===== src/rtl/fetch_insn_queue_if.sv =====
// -----------------------------------------------------------------------------
// fetch_insn_queue_if
//   Bundles the fetch-side enqueue bus and the pre-decode dequeue bus of the
//   fetch instruction queue.
//
//   Enqueue side (driven by fetch, master):
//     in_valid       [IN_WIDTH]            per-lane valid, lane 0 = oldest PC
//     in_pc          [IN_WIDTH*PC_WIDTH]   per-lane PC
//     in_insn        [IN_WIDTH*INSN_WIDTH] per-lane instruction word
//     in_pred_taken  [IN_WIDTH]            per-lane predicted-taken flag
//     in_ready       (from queue)          a full bundle can be accepted
//   Dequeue side:
//     out_valid      [OUT_WIDTH]           entry i valid, oldest first
//     out_pc / out_insn / out_pred_taken   oldest OUT_WIDTH entries
//     deq_count      (to queue)            entries consumed this cycle
//     occupancy      (from queue)          registered number of valid entries
// -----------------------------------------------------------------------------
interface fetch_insn_queue_if #(
  parameter int IN_WIDTH   = 2,
  parameter int OUT_WIDTH  = 2,
  parameter int DEPTH      = 8,
  parameter int PC_WIDTH   = 32,
  parameter int INSN_WIDTH = 32
);
  logic [IN_WIDTH-1:0]              in_valid;
  logic [IN_WIDTH*PC_WIDTH-1:0]     in_pc;
  logic [IN_WIDTH*INSN_WIDTH-1:0]   in_insn;
  logic [IN_WIDTH-1:0]              in_pred_taken;
  logic                             in_ready;

  logic [OUT_WIDTH-1:0]             out_valid;
  logic [OUT_WIDTH*PC_WIDTH-1:0]    out_pc;
  logic [OUT_WIDTH*INSN_WIDTH-1:0]  out_insn;
  logic [OUT_WIDTH-1:0]             out_pred_taken;
  logic [$clog2(OUT_WIDTH+1)-1:0]   deq_count;
  logic [$clog2(DEPTH+1)-1:0]       occupancy;

  // Fetch/pre-decode side.
  modport master (
    output in_valid, in_pc, in_insn, in_pred_taken, deq_count,
    input  in_ready, out_valid, out_pc, out_insn, out_pred_taken, occupancy
  );

  // Queue side.
  modport slave (
    input  in_valid, in_pc, in_insn, in_pred_taken, deq_count,
    output in_ready, out_valid, out_pc, out_insn, out_pred_taken, occupancy
  );
endinterface


===== src/rtl/fetch_insn_queue.sv =====
// -----------------------------------------------------------------------------
// fetch_insn_queue
//   Circular instruction queue between fetch and pre-decode. Accepts a bundle
//   of up to IN_WIDTH lanes per cycle, drops lanes that follow the first
//   predicted-taken valid lane, compacts the surviving lanes into consecutive
//   entries, and presents the oldest OUT_WIDTH entries to pre-decode.
//
//   Ports:
//     clk    rising-edge clock for all state
//     rst    synchronous active-high reset (highest priority)
//     flush  drop all queued entries and this cycle's incoming bundle
//     bus    fetch_insn_queue_if.slave (enqueue/dequeue buses, occupancy)
// -----------------------------------------------------------------------------
module fetch_insn_queue #(
  parameter int IN_WIDTH   = 2,
  parameter int OUT_WIDTH  = 2,
  parameter int DEPTH      = 8,
  parameter int PC_WIDTH   = 32,
  parameter int INSN_WIDTH = 32
) (
  input  logic                 clk,
  input  logic                 rst,
  input  logic                 flush,
  fetch_insn_queue_if.slave    bus
);

  localparam int PTR_W = $clog2(DEPTH);
  localparam int OCC_W = $clog2(DEPTH + 1);

  // Entry payload; never reset, only the pointers/occupancy define validity.
  logic [PC_WIDTH-1:0]   pcMem    [DEPTH];
  logic [INSN_WIDTH-1:0] insnMem  [DEPTH];
  logic                  takenMem [DEPTH];

  logic [PTR_W-1:0] headReg, headNext;
  logic [PTR_W-1:0] tailReg, tailNext;
  logic [OCC_W-1:0] occReg,  occNext;

  logic [IN_WIDTH-1:0] effLane;
  // laneOffset[i] = number of effective lanes below lane i, i.e. the write
  // slot of lane i relative to tail. laneOffset[IN_WIDTH] is the total.
  logic [PTR_W-1:0]    laneOffset [IN_WIDTH+1];
  logic                takenSeen;
  logic [OCC_W-1:0]    enqCount;
  logic [OCC_W-1:0]    deqEff;
  logic [OCC_W-1:0]    freeSlots;
  logic                inReady;
  logic                doEnq;

  // ---------------------------------------------------------------------------
  // Effective-lane selection and compaction offsets
  // ---------------------------------------------------------------------------
  always_comb begin
    takenSeen     = 1'b0;
    effLane       = '0;
    laneOffset[0] = '0;
    for (int i = 0; i < IN_WIDTH; i++) begin
      // A lane survives only if no older valid lane was predicted taken.
      effLane[i]      = bus.in_valid[i] & ~takenSeen;
      takenSeen       = takenSeen | (bus.in_valid[i] & bus.in_pred_taken[i]);
      laneOffset[i+1] = laneOffset[i] + PTR_W'(effLane[i]);
    end
  end

  assign enqCount = OCC_W'(laneOffset[IN_WIDTH]);

  // Ready looks only at the registered occupancy, so a bundle is never
  // accepted on the strength of a same-cycle dequeue.
  assign freeSlots = OCC_W'(DEPTH) - occReg;
  assign inReady   = int'(freeSlots) >= IN_WIDTH;
  assign doEnq     = inReady & ~flush & ~rst & (|effLane);

  // Dequeue requests beyond the current occupancy are clamped.
  always_comb begin
    if (int'(bus.deq_count) > int'(occReg)) begin
      deqEff = occReg;
    end else begin
      deqEff = OCC_W'(bus.deq_count);
    end
  end

  // ---------------------------------------------------------------------------
  // Pointer / occupancy next state
  // ---------------------------------------------------------------------------
  always_comb begin
    headNext = headReg;
    tailNext = tailReg;
    occNext  = occReg;
    if (flush) begin
      headNext = '0;
      tailNext = '0;
      occNext  = '0;
    end else begin
      // deqEff may equal DEPTH; truncation to PTR_W gives the modulo wrap.
      headNext = headReg + PTR_W'(deqEff);
      tailNext = tailReg + (doEnq ? PTR_W'(enqCount) : PTR_W'(0));
      occNext  = occReg - deqEff + (doEnq ? enqCount : OCC_W'(0));
    end
  end

  always_ff @(posedge clk) begin
    if (rst) begin
      headReg <= '0;
      tailReg <= '0;
      occReg  <= '0;
    end else begin
      headReg <= headNext;
      tailReg <= tailNext;
      occReg  <= occNext;
    end
  end

  // ---------------------------------------------------------------------------
  // Payload write: each effective lane lands at tail + its compacted offset.
  // ---------------------------------------------------------------------------
  always_ff @(posedge clk) begin
    if (doEnq) begin
      for (int i = 0; i < IN_WIDTH; i++) begin
        if (effLane[i]) begin
          pcMem[tailReg + laneOffset[i]]    <= bus.in_pc[i*PC_WIDTH +: PC_WIDTH];
          insnMem[tailReg + laneOffset[i]]  <= bus.in_insn[i*INSN_WIDTH +: INSN_WIDTH];
          takenMem[tailReg + laneOffset[i]] <= bus.in_pred_taken[i];
        end
      end
    end
  end

  // ---------------------------------------------------------------------------
  // Output window: the oldest OUT_WIDTH entries starting at head.
  // ---------------------------------------------------------------------------
  for (genvar gi = 0; gi < OUT_WIDTH; gi++) begin : gOut
    logic [PTR_W-1:0] rdIdx;
    assign rdIdx                                       = headReg + PTR_W'(gi);
    assign bus.out_valid[gi]                           = gi < int'(occReg);
    assign bus.out_pc[gi*PC_WIDTH +: PC_WIDTH]         = pcMem[rdIdx];
    assign bus.out_insn[gi*INSN_WIDTH +: INSN_WIDTH]   = insnMem[rdIdx];
    assign bus.out_pred_taken[gi]                      = takenMem[rdIdx];
  end

  assign bus.in_ready  = inReady;
  assign bus.occupancy = occReg;

endmodule

===== src/flat_wrapper.sv =====
// flat-port wrapper written by rule: the top's interface ports become plain ports
module fetch_insn_queue_flat 
#(
  parameter int IN_WIDTH   = 2,
  parameter int OUT_WIDTH  = 2,
  parameter int DEPTH      = 8,
  parameter int PC_WIDTH   = 32,
  parameter int INSN_WIDTH = 32
)
  (clk, rst, flush, bus_in_valid, bus_in_pc, bus_in_insn, bus_in_pred_taken, bus_deq_count, bus_in_ready, bus_out_valid, bus_out_pc, bus_out_insn, bus_out_pred_taken, bus_occupancy);
  fetch_insn_queue_if #(.IN_WIDTH(IN_WIDTH), .OUT_WIDTH(OUT_WIDTH), .DEPTH(DEPTH), .PC_WIDTH(PC_WIDTH), .INSN_WIDTH(INSN_WIDTH)) bus_i ();
  input  logic clk;
  input  logic rst;
  input  logic flush;
  input wire logic [$bits(bus_i.in_valid)-1:0] bus_in_valid;
  input wire logic [$bits(bus_i.in_pc)-1:0] bus_in_pc;
  input wire logic [$bits(bus_i.in_insn)-1:0] bus_in_insn;
  input wire logic [$bits(bus_i.in_pred_taken)-1:0] bus_in_pred_taken;
  input wire logic [$bits(bus_i.deq_count)-1:0] bus_deq_count;
  output wire logic [$bits(bus_i.in_ready)-1:0] bus_in_ready;
  output wire logic [$bits(bus_i.out_valid)-1:0] bus_out_valid;
  output wire logic [$bits(bus_i.out_pc)-1:0] bus_out_pc;
  output wire logic [$bits(bus_i.out_insn)-1:0] bus_out_insn;
  output wire logic [$bits(bus_i.out_pred_taken)-1:0] bus_out_pred_taken;
  output wire logic [$bits(bus_i.occupancy)-1:0] bus_occupancy;
  assign bus_i.in_valid = bus_in_valid;
  assign bus_i.in_pc = bus_in_pc;
  assign bus_i.in_insn = bus_in_insn;
  assign bus_i.in_pred_taken = bus_in_pred_taken;
  assign bus_i.deq_count = bus_deq_count;
  assign bus_in_ready = bus_i.in_ready;
  assign bus_out_valid = bus_i.out_valid;
  assign bus_out_pc = bus_i.out_pc;
  assign bus_out_insn = bus_i.out_insn;
  assign bus_out_pred_taken = bus_i.out_pred_taken;
  assign bus_occupancy = bus_i.occupancy;
  fetch_insn_queue #(.IN_WIDTH(IN_WIDTH), .OUT_WIDTH(OUT_WIDTH), .DEPTH(DEPTH), .PC_WIDTH(PC_WIDTH), .INSN_WIDTH(INSN_WIDTH)) u_core (.clk(clk), .rst(rst), .flush(flush), .bus(bus_i));
endmodule

===== config.mk =====
export PLATFORM = sky130hd
export DESIGN_NAME = fetch_insn_queue_flat
export DESIGN_NICKNAME = d
export VERILOG_FILES = /design/src/rtl/fetch_insn_queue_if.sv /design/src/rtl/fetch_insn_queue.sv /design/src/flat_wrapper.sv
export SDC_FILE = /design/constraint.sdc
export NUM_CORES = 1
export LEC_CHECK = 0
export CORE_AREA = 2 2 266 268
export DETAILED_ROUTE_END_ITERATION = 7
export DIE_AREA = 0 0 268 270
export PLACE_DENSITY = 0.67
export SLEW_MARGIN = 25
export SYNTH_ARGS = -nofsm -noshare
export SYNTH_HDL_FRONTEND = slang
export SYNTH_SLANG_ARGS = --single-unit

===== constraint.sdc =====
create_clock -name clk -period 14.6 [get_ports clk]
set_input_delay 2.92 -clock clk [delete_from_list [all_inputs] [get_ports clk]]
set_output_delay 2.92 -clock clk [all_outputs]
set_load 0.05 [all_outputs]

---- After elaboration in Yosys (flattened, before gate mapping) ----
Memories as Yosys holds them, arrays and structs flattened. A register that Yosys moved wholly into a read port is not among the register bits.
Index checks and enable logic that the tools add are counted.
word-level totals
  word-level logic and storage cells ...... 40
  bits in registers ....................... 10
  bits of input ports ..................... 137
  bits in writable memories ............... 520
  ROM bits ................................ 0
  memories kept ........................... 3
  output and inout port bits .............. 137
  bits in latches ......................... 0
cells by class
  shift-type cells ........................ 0
  magnitude comparators ................... 4
  add/sub/neg operators ................... 8
  reduce and logical (&&, ||, !) cells .... 2
  bitwise logic cells ..................... 8
  divide/modulo/power cells ............... 0
  multipliers ............................. 0
  multiplexer cells ....................... 12
  equal/unequal tests ..................... 0
memory list
  memory           words  width  rd ports  clocked after memory_dff  write ports  RTL line                RTL
  u_core.insnMem   8      32     2         1                         2            fetch_insn_queue.sv:32  logic [INSN_WIDTH-1:0] insnMem [DEPTH];
  u_core.pcMem     8      32     2         1                         2            fetch_insn_queue.sv:31  logic [PC_WIDTH-1:0] pcMem [DEPTH];
  u_core.takenMem  8      1      2         1                         2            fetch_insn_queue.sv:33  logic takenMem [DEPTH];
operators with widths
  kind                                                                number
  two-way mux 3 bit                                                   5
  < comparator 1 x 4 -> 1 bit (first input constant)                  2
  adder 3 bit                                                         2
  two-way mux 1 bit                                                   6
  AND 1 bit                                                           5
  adder 4 bit                                                         1
  greater-or-equal comparator 4 x 2 -> 1 bit (second input constant)  1
  > comparator 2 x 4 -> 1 bit                                         1
  two-way mux 4 bit                                                   1
  OR reduction 2 bit                                                  2
  subtractor 4 bit                                                    1
  subtractor 4 bit (first input constant)                             1
  adder 3 x 1 -> 3 bit                                                1
  adder 3 x 1 -> 3 bit (second input constant)                        1
  inverter 1 bit                                                      3
  adder 1 x 1 -> 2 bit                                                1

---- Depth between registers and ports, before layout ----
Gate-level depths: netlist of run 1.
  depth after elaboration ................. 7
  gate-level depth with buffers ........... 13
  mapped depth without buffers ............ 13

---- Least setup slack after synthesis of run 1 ----
OpenSTA, ideal clock, no wires.
  path type ............................... input to register
  from .................................... input port bus_in_valid[1]
  to ...................................... memory u_core.insnMem[2][0], enable pin
  required time ........................... 13.934 ns
  buffers on the path ..................... 1
  slack ................................... 3.485 ns
  arrival time ............................ 10.449 ns
  library setup time ...................... 0.666 ns
  stages on the path ...................... 6
  cells stage by stage .................... a21bo_2 clkbuf_1 ha_1 nor2_1 nand3_1 o41ai_1
RTL lines
  element      RTL line                RTL
  from (decl)  flat_wrapper.sv:15      input wire logic [$bits(bus_i.in_valid)-1:0] bus_in_valid;
  to (decl)    fetch_insn_queue.sv:32

---- Worst setup path in the final report of run 1 ----
  from .................................... register u_core.headReg[0]
  to ...................................... output port bus_out_insn[63]
between the ends
  cells in the longest elaborated chain, start to end .. 2
ends and longest elaborated chain
  element                 RTL line                 RTL
  from (decl)             fetch_insn_queue.sv:35   logic [PTR_W-1:0] headReg, headNext;
  from (signal assigned)  fetch_insn_queue.sv:107  headReg <= headNext;
  adder 3 x 1 -> 3 bit    fetch_insn_queue.sv:133  assign rdIdx = headReg + PTR_W'(gi);
  memory (8 x 32 bit)     --
  to (decl)               flat_wrapper.sv:23       output wire logic [$bits(bus_i.out_insn)-1:0] bus_out_insn;
No other way between the ends.

==> flow_summary_export.csv, run 1 <==
group,metric,value,unit
floorplan,row_count,97,
synth,synth_area_leader_cell,"edfxtp_1",
pwr,p_sw,0.00193,W
pwr,p_leak,11.8,nW
synth,synth-edff-count,520,
clock_tree,cts_tree,"yes",
route,drtPass1Iterations,5,
route,dr.first_iter.drc_count,1583,
min_path,min_from,"u_core.tailReg[2]",
floorplan,io_pins,274,
global_route,grt_pass1_vias,19200,
pwr,seqPwrFrac,0.328,
timing,tightest_slew,1.02,ns
timing,slew_headroom,0.319,
pwr,ir_worst_vdd,0.144,mV
clock_tree,cts_buffer_depth,3,
route,wl_per_cell,29.4,um
clock_tree,cts_resized,0,
pwr,internal_power,0.00345,W
timing,finalHoldViolations,0,
pwr,netSwitchingFraction,0.359,
timing,final_max_slew_viol_count,0,
worst_setup_path,worstSetupPathType,"reg -> out",
global_route,grt_use_total,0.236,
global_route,grt_max_degree,159,
clock_tree,htreeDepth,2,
route,ant_nets,0,
placed_design,io_buffers,273,
timing,fin_skew,0.0232,ns
clock_tree,post_cts_buffers,0,
clock_tree,clk_latency,0.62,ns
layout,fin_cells,2918,
placed_design,hpwl,49500,um
synth,syn_inst,1687,
worst_setup_path,crit_path_max_fanout,51,
synth,yosysSeqAreaShare,0.511,
flow_run,maxCapViolations,0,
pwr,power_density,148,nW/um^2
synth,ys_async_sr_fraction,0,
synth,synth_area,31000,sq um
layout,nFillCells,5569,
layout,drive_gt1_frac,0.453,
min_path,hold_class,"reg -> reg",
floorplan,die_w,268,um
worst_setup_path,cp_data_arrival_time,4.69,ns
worst_setup_path,r2r_slack,10.65,ns
layout,multi_input_area,14500,sq um
route,totalWireLength,85800,um
synth,postSynthAreaPerCell,18.3,sq um
synth,synth.distinct_cells,48,
synth,synth_fp_nets,1844,
synth,yosysWarnings,0,
layout,final_common_cell,"edfxtp_1",
worst_setup_path,reg2reg_from,"u_core.bus.occupancy[1]",
floorplan,core-area,69500,sq um
timing,tns,0,ns
floorplan,die_h,270,um
timing,max_freq,131,MHz
timing,rsz0062_at_grt,"no",
clock_tree,cts_buffers,55,
placed_design,dp.cells,2807,
worst_setup_path,cp-end-kind,"output pin",
synth,ys_ff_latch,530,
layout,most-common-layout-cells,"edfxtp_1, mux2_2, clkdlybuf4s50_1",
timing,fin_crit_sh,0.521,
timing,setup_viol_count_final,0,
clock_tree,cts_sinks,530,
timing,final.min_clock_period,7.61,ns
layout,final_area,36500,sq um
global_route,grt-ovfl-total,0,
layout,syn2layout_area_growth,17.8,%
layout,post-route-util,0.524,
global_route,antenna_found_initial,14,
pwr,p_comb_frac,0.406,
layout,seqCellArea,15800,sq um
route,vias,18000,
route,drt-vias-per-instance,6.15,
clock_tree,clk_pin_slew,0.06,ns
placed_design,place_area,34600,sq um
layout,final_nets,2084,
floorplan,die_area,72400,sq um
pwr,power.share.clock,0.265,
floorplan,initial_core_util,0.445,
route,drc,0,
global_route,grt_pass1_wl,126000,um
clock_tree,hold_buffers,0,
synth,synth_top_flop_cell,"edfxtp_1",
worst_setup_path,critPathLaunchType,"flip-flop",
worst_setup_path,crit_start,"u_core.headReg[0]",
placed_design,place_congestion,0.820,
synth,synth_area_leaders,"edfxtp_1, mux4_2, mux2_2, mux2_1, mux2_4",
worst_setup_path,critPathRequiredTime,11.68,ns
clock_tree,cts_root_buffer,"clkbuf_16",
synth,synth_top_area_frac,0.504,
run_status,status,"finished clean",
==> layout make-up <==
class	count	share of cell area
multi-input cells	1013	0.397
clock buffers	65	0.0394
flip-flops and latches	530	0.434
clock inverters	36	0.00978
diodes	7	0.000480
repair buffers	315	0.0856
inverters	12	0.00124
well taps	940	0.0322
==> synthesized netlist by cell type (3+ instances only) <==
| library cell | count |
|---|---|
| edfxtp_1 | 520 |
| mux2_2 | 407 |
| mux4_2 | 260 |
| mux2_1 | 165 |
| mux2_4 | 78 |
| buf_2 | 43 |
| clkbuf_1 | 34 |
| buf_6 | 25 |
| buf_1 | 18 |
| ha_1 | 18 |
| inv_1 | 12 |
| buf_4 | 11 |
| dfxtp_1 | 10 |
| nor2_1 | 9 |
| nand2_1 | 6 |
| o21ai_0 | 6 |
| xnor2_1 | 6 |
| and2_1 | 5 |
| nor3_1 | 4 |
| o31ai_1 | 4 |
| nand4_1 | 3 |
| nor2b_1 | 3 |
| nor4_1 | 3 |
| o211ai_1 | 3 |
| o21ai_1 | 3 |
| xor2_1 | 3 |
==> power groups by stage <==
stage,registers (W),clock network (W),logic [W]
6_report,0.00177,0.00143,0.00219
5_1_grt,0.00177,0.00150,0.00228
4_1_cts,0.00177,0.00145,0.00220
3_5_place_dp,0.00180,0,0.00219
3_3_place_gp,0.00180,0,0.00217
2_1_floorplan,0.00178,0,0.00152
==> metal layers <==
metal / GRT usage / vias to the layer above / wire length, um
met5: 0 / - / 105
met1: 0.308 / 9553 / 34500
met4: 0.0788 / 16 / 2500
met2: 0.398 / 654 / 43200
li1: - / 7590 / -
met3: 0.0425 / 144 / 5580
==> logic make-up after synthesis <==
family,Yosys count,share of synthesized area
simple gates,46,0.00881
compound gates,26,0.00675
flops,530,0.511
buf+inv,144,0.0266
fa+ha+maj,20,0.00857
xor+xnor,9,0.00255
mux,912,0.436
==> worst paths after layout <==
path,end,cells after the start
min,u_core.tailReg[2],2
max,bus_out_insn[63],5
min reg2reg,u_core.tailReg[2],2
max reg2reg,u_core.insnMem[7][31],7
==> metrics by stage <==
| step | hold WS [ns] | total power (W) | worst slack (ns) |
|---|---|---|---|
| 2_1_floorplan | 0.578 | 0.00330 | 3.48 |
| 3_3_place_gp | 0.642 | 0.00397 | 7.62 |
| 3_5_place_dp | 0.658 | 0.00399 | 7.55 |
| 4_1_cts | 0.665 | 0.00542 | 6.89 |
| 5_1_grt | 0.719 | 0.00556 | 6.82 |
| 6_report | 0.687 | 0.00538 | 6.99 |
==> sequential cells by signal, summed over array words and instances (netlist names) <==
name                  count
u_core.takenMem           8
u_core.insnMem          256
u_core.bus.occupancy      4
u_core.tailReg            3
u_core.pcMem            256
u_core.headReg            3
==> worst max-delay path, stage by stage (launching register included) <==
cell	delay, ns
dfxtp_4	0.93
ha_4	0.63
buf_4	0.77
mux4_2	0.61
mux2_2	0.28
clkdlybuf4s50_1	0.76
Note: power is estimated with default switching activity, not from simulation.
==> run 2, diff against run 1 <==
Clock period 14.6 ns to 7.35 ns, I/O delays scaled along.
==> flow_summary_export.csv, run 2 (synthesis results as in run 1) <==
group,metric,value,unit
run_status,status,"finished clean",
global_route,grt_max_degree,131,
layout,final_common_cell,"edfxtp_1",
route,totalWireLength,84400,um
layout,drive_gt1_frac,0.448,
clock_tree,clk_pin_slew,0.06,ns
timing,setup_slack,1.81,ns
global_route,grt_pass1_wl,125000,um
worst_setup_path,cp-end-kind,"output pin",
worst_setup_path,r2r-end,"u_core.insnMem[2][23]",
layout,syn2layout_area_growth,17.5,%
clock_tree,cts_root_buffer,"clkbuf_16",
timing,tightest_slew,1.04,ns
worst_setup_path,crit_start,"u_core.headReg[1]",
pwr,ir_worst_vdd,0.378,mV
timing,final_max_slew_viol_count,0,
route,ant_nets,0,
worst_setup_path,crit_path_max_fanout,44,
worst_setup_path,critPathLaunchType,"flip-flop",
flow_run,maxCapViolations,0,
pwr,netSwitchingFraction,0.361,
worst_setup_path,critPathRequiredTime,5.88,ns
route,vias,17900,
placed_design,io_buffers,273,
layout,most-common-layout-cells,"edfxtp_1, mux2_2, clkdlybuf4s50_1",
worst_setup_path,reg2reg_from,"u_core.bus.occupancy[1]",
pwr,seqPwrFrac,0.332,
route,drc,0,
floorplan,die_w,268,um
clock_tree,cts_buffer_depth,3,
floorplan,die_h,270,um
floorplan,die_area,72400,sq um
floorplan,core-area,69500,sq um
min_path,hold_class,"reg -> reg",
layout,final_nets,2082,
floorplan,io_pins,274,
floorplan,initial_core_util,0.445,
floorplan,row_count,97,
timing,fin_crit_sh,0.754,
timing,setup_viol_count_final,0,
layout,nFillCells,5551,
placed_design,place_congestion,0.825,
route,dr.first_iter.drc_count,1313,
timing,finalHoldViolations,0,
global_route,grt-ovfl-total,0,
clock_tree,post_cts_buffers,0,
placed_design,dp_slack,2.02,ns
timing,final.min_clock_period,5.54,ns
clock_tree,cts_resized,0,
pwr,internal_power,0.00672,W
pwr,p_comb_frac,0.415,
clock_tree,cts_buffers,56,
pwr,p_leak,11.8,nW
pwr,power_density,289,nW/um^2
global_route,grt_pass1_vias,19300,
global_route,grt_use_total,0.234,
clock_tree,cts_tree,"yes",
clock_tree,htreeDepth,2,
timing,fin_skew,0.0134,ns
worst_setup_path,worstSetupPathType,"reg -> out",
worst_setup_path,r2r_slack,3.59,ns
placed_design,hpwl,49200,um
clock_tree,cts_sinks,530,
timing,tns,0,ns
pwr,power.share.clock,0.253,
pwr,p_sw,0.00380,W
worst_setup_path,cp_data_arrival_time,4.07,ns
clock_tree,hold_buffers,0,
timing,rsz0062_at_grt,"no",
route,wl_per_cell,29.0,um
worst_setup_path,r2r_cells,6,
timing,slew_headroom,0.309,
timing,max_freq,180,MHz
route,drt-vias-per-instance,6.14,
route,drtPass1Iterations,5,
global_route,antenna_found_initial,12,
clock_tree,clk_latency,0.61,ns
worst_setup_path,crit_end,"bus_out_pc[46]",
==> run 2: cell count changes in the layout (fill, tap and decap cells not counted), moves of 2 or more <==
cell,before,now
clkbuf_1,9,7
buf_4,37,30
buf_6,0,2
clkinv_1,13,22
bufinv_16,7,3
buf_12,2,5
clkinv_2,13,7
==> run 2: layout make-up <==
class                      instances  area (sq um)  area share
clock buffer                      64          1450      0.0399
antenna                            6          15.0    0.000413
sequential                       530         15800       0.435
tap                              940          1180      0.0323
multi-input combinational       1013         14500       0.399
inverter                          12          45.0     0.00124
clock inverter                    34           224     0.00616
timing repair buffer             312          3140      0.0862
==> run 2: worst min-delay path by stage <==
stage	slack [ns]	start	depth (start not counted)	end
floorplan	0.58	u_core.headReg[0]	2	u_core.headReg[0]
CTS	0.68	u_core.tailReg[2]	2	u_core.tailReg[2]
finish	0.68	u_core.tailReg[2]	2	u_core.tailReg[2]
detailed placement	0.66	u_core.tailReg[2]	2	u_core.tailReg[2]
global route	0.75	u_core.tailReg[2]	2	u_core.tailReg[2]
global placement	0.64	u_core.tailReg[2]	2	u_core.tailReg[2]
==> run 2: worst max-delay path, stage by stage, from the launching register on <==
cell and delay (ns):
dfxtp_4 0.68, ha_4 0.74, buf_4 0.55, mux4_2 0.39
mux2_2 0.32, clkdlybuf4s50_1 0.75
==> run 2: power by group through the flow <==
stage / sequential, W / clock, W / combinational [W]
2_1_floorplan: 0.00353 / 0 / 0.00303
3_3_place_gp: 0.00355 / 0 / 0.00435
3_5_place_dp: 0.00356 / 0 / 0.00437
4_1_cts: 0.00350 / 0.00271 / 0.00440
5_1_grt: 0.00351 / 0.00282 / 0.00457
6_report: 0.00349 / 0.00266 / 0.00437
==> run 2: metrics by stage <==
step | total power (W) | util | cells | hold WS (ns) | instance area, sq um
final | 0.0105 | 0.523 | 2911 | 0.683 | 36400
after global routing | 0.0109 | 0.523 | 2911 | 0.747 | 36400
after CTS | 0.0106 | 0.522 | 2904 | 0.680 | 36300
after detailed placement | 0.00793 | 0.498 | 2806 | 0.663 | 34700
after global placement | 0.00791 | 0.498 | 2805 | 0.643 | 34600
after floorplan | 0.00656 | - | 1687 | 0.578 | 31000
==> run 2: per-layer routing <==
metal	vias up	GRT usage	wire length, um
met4	12	0.0698	2160
met1	9521	0.301	33700
li1	7588	-	-
met2	609	0.403	43300
met3	132	0.0416	5100
met5	-	0	68
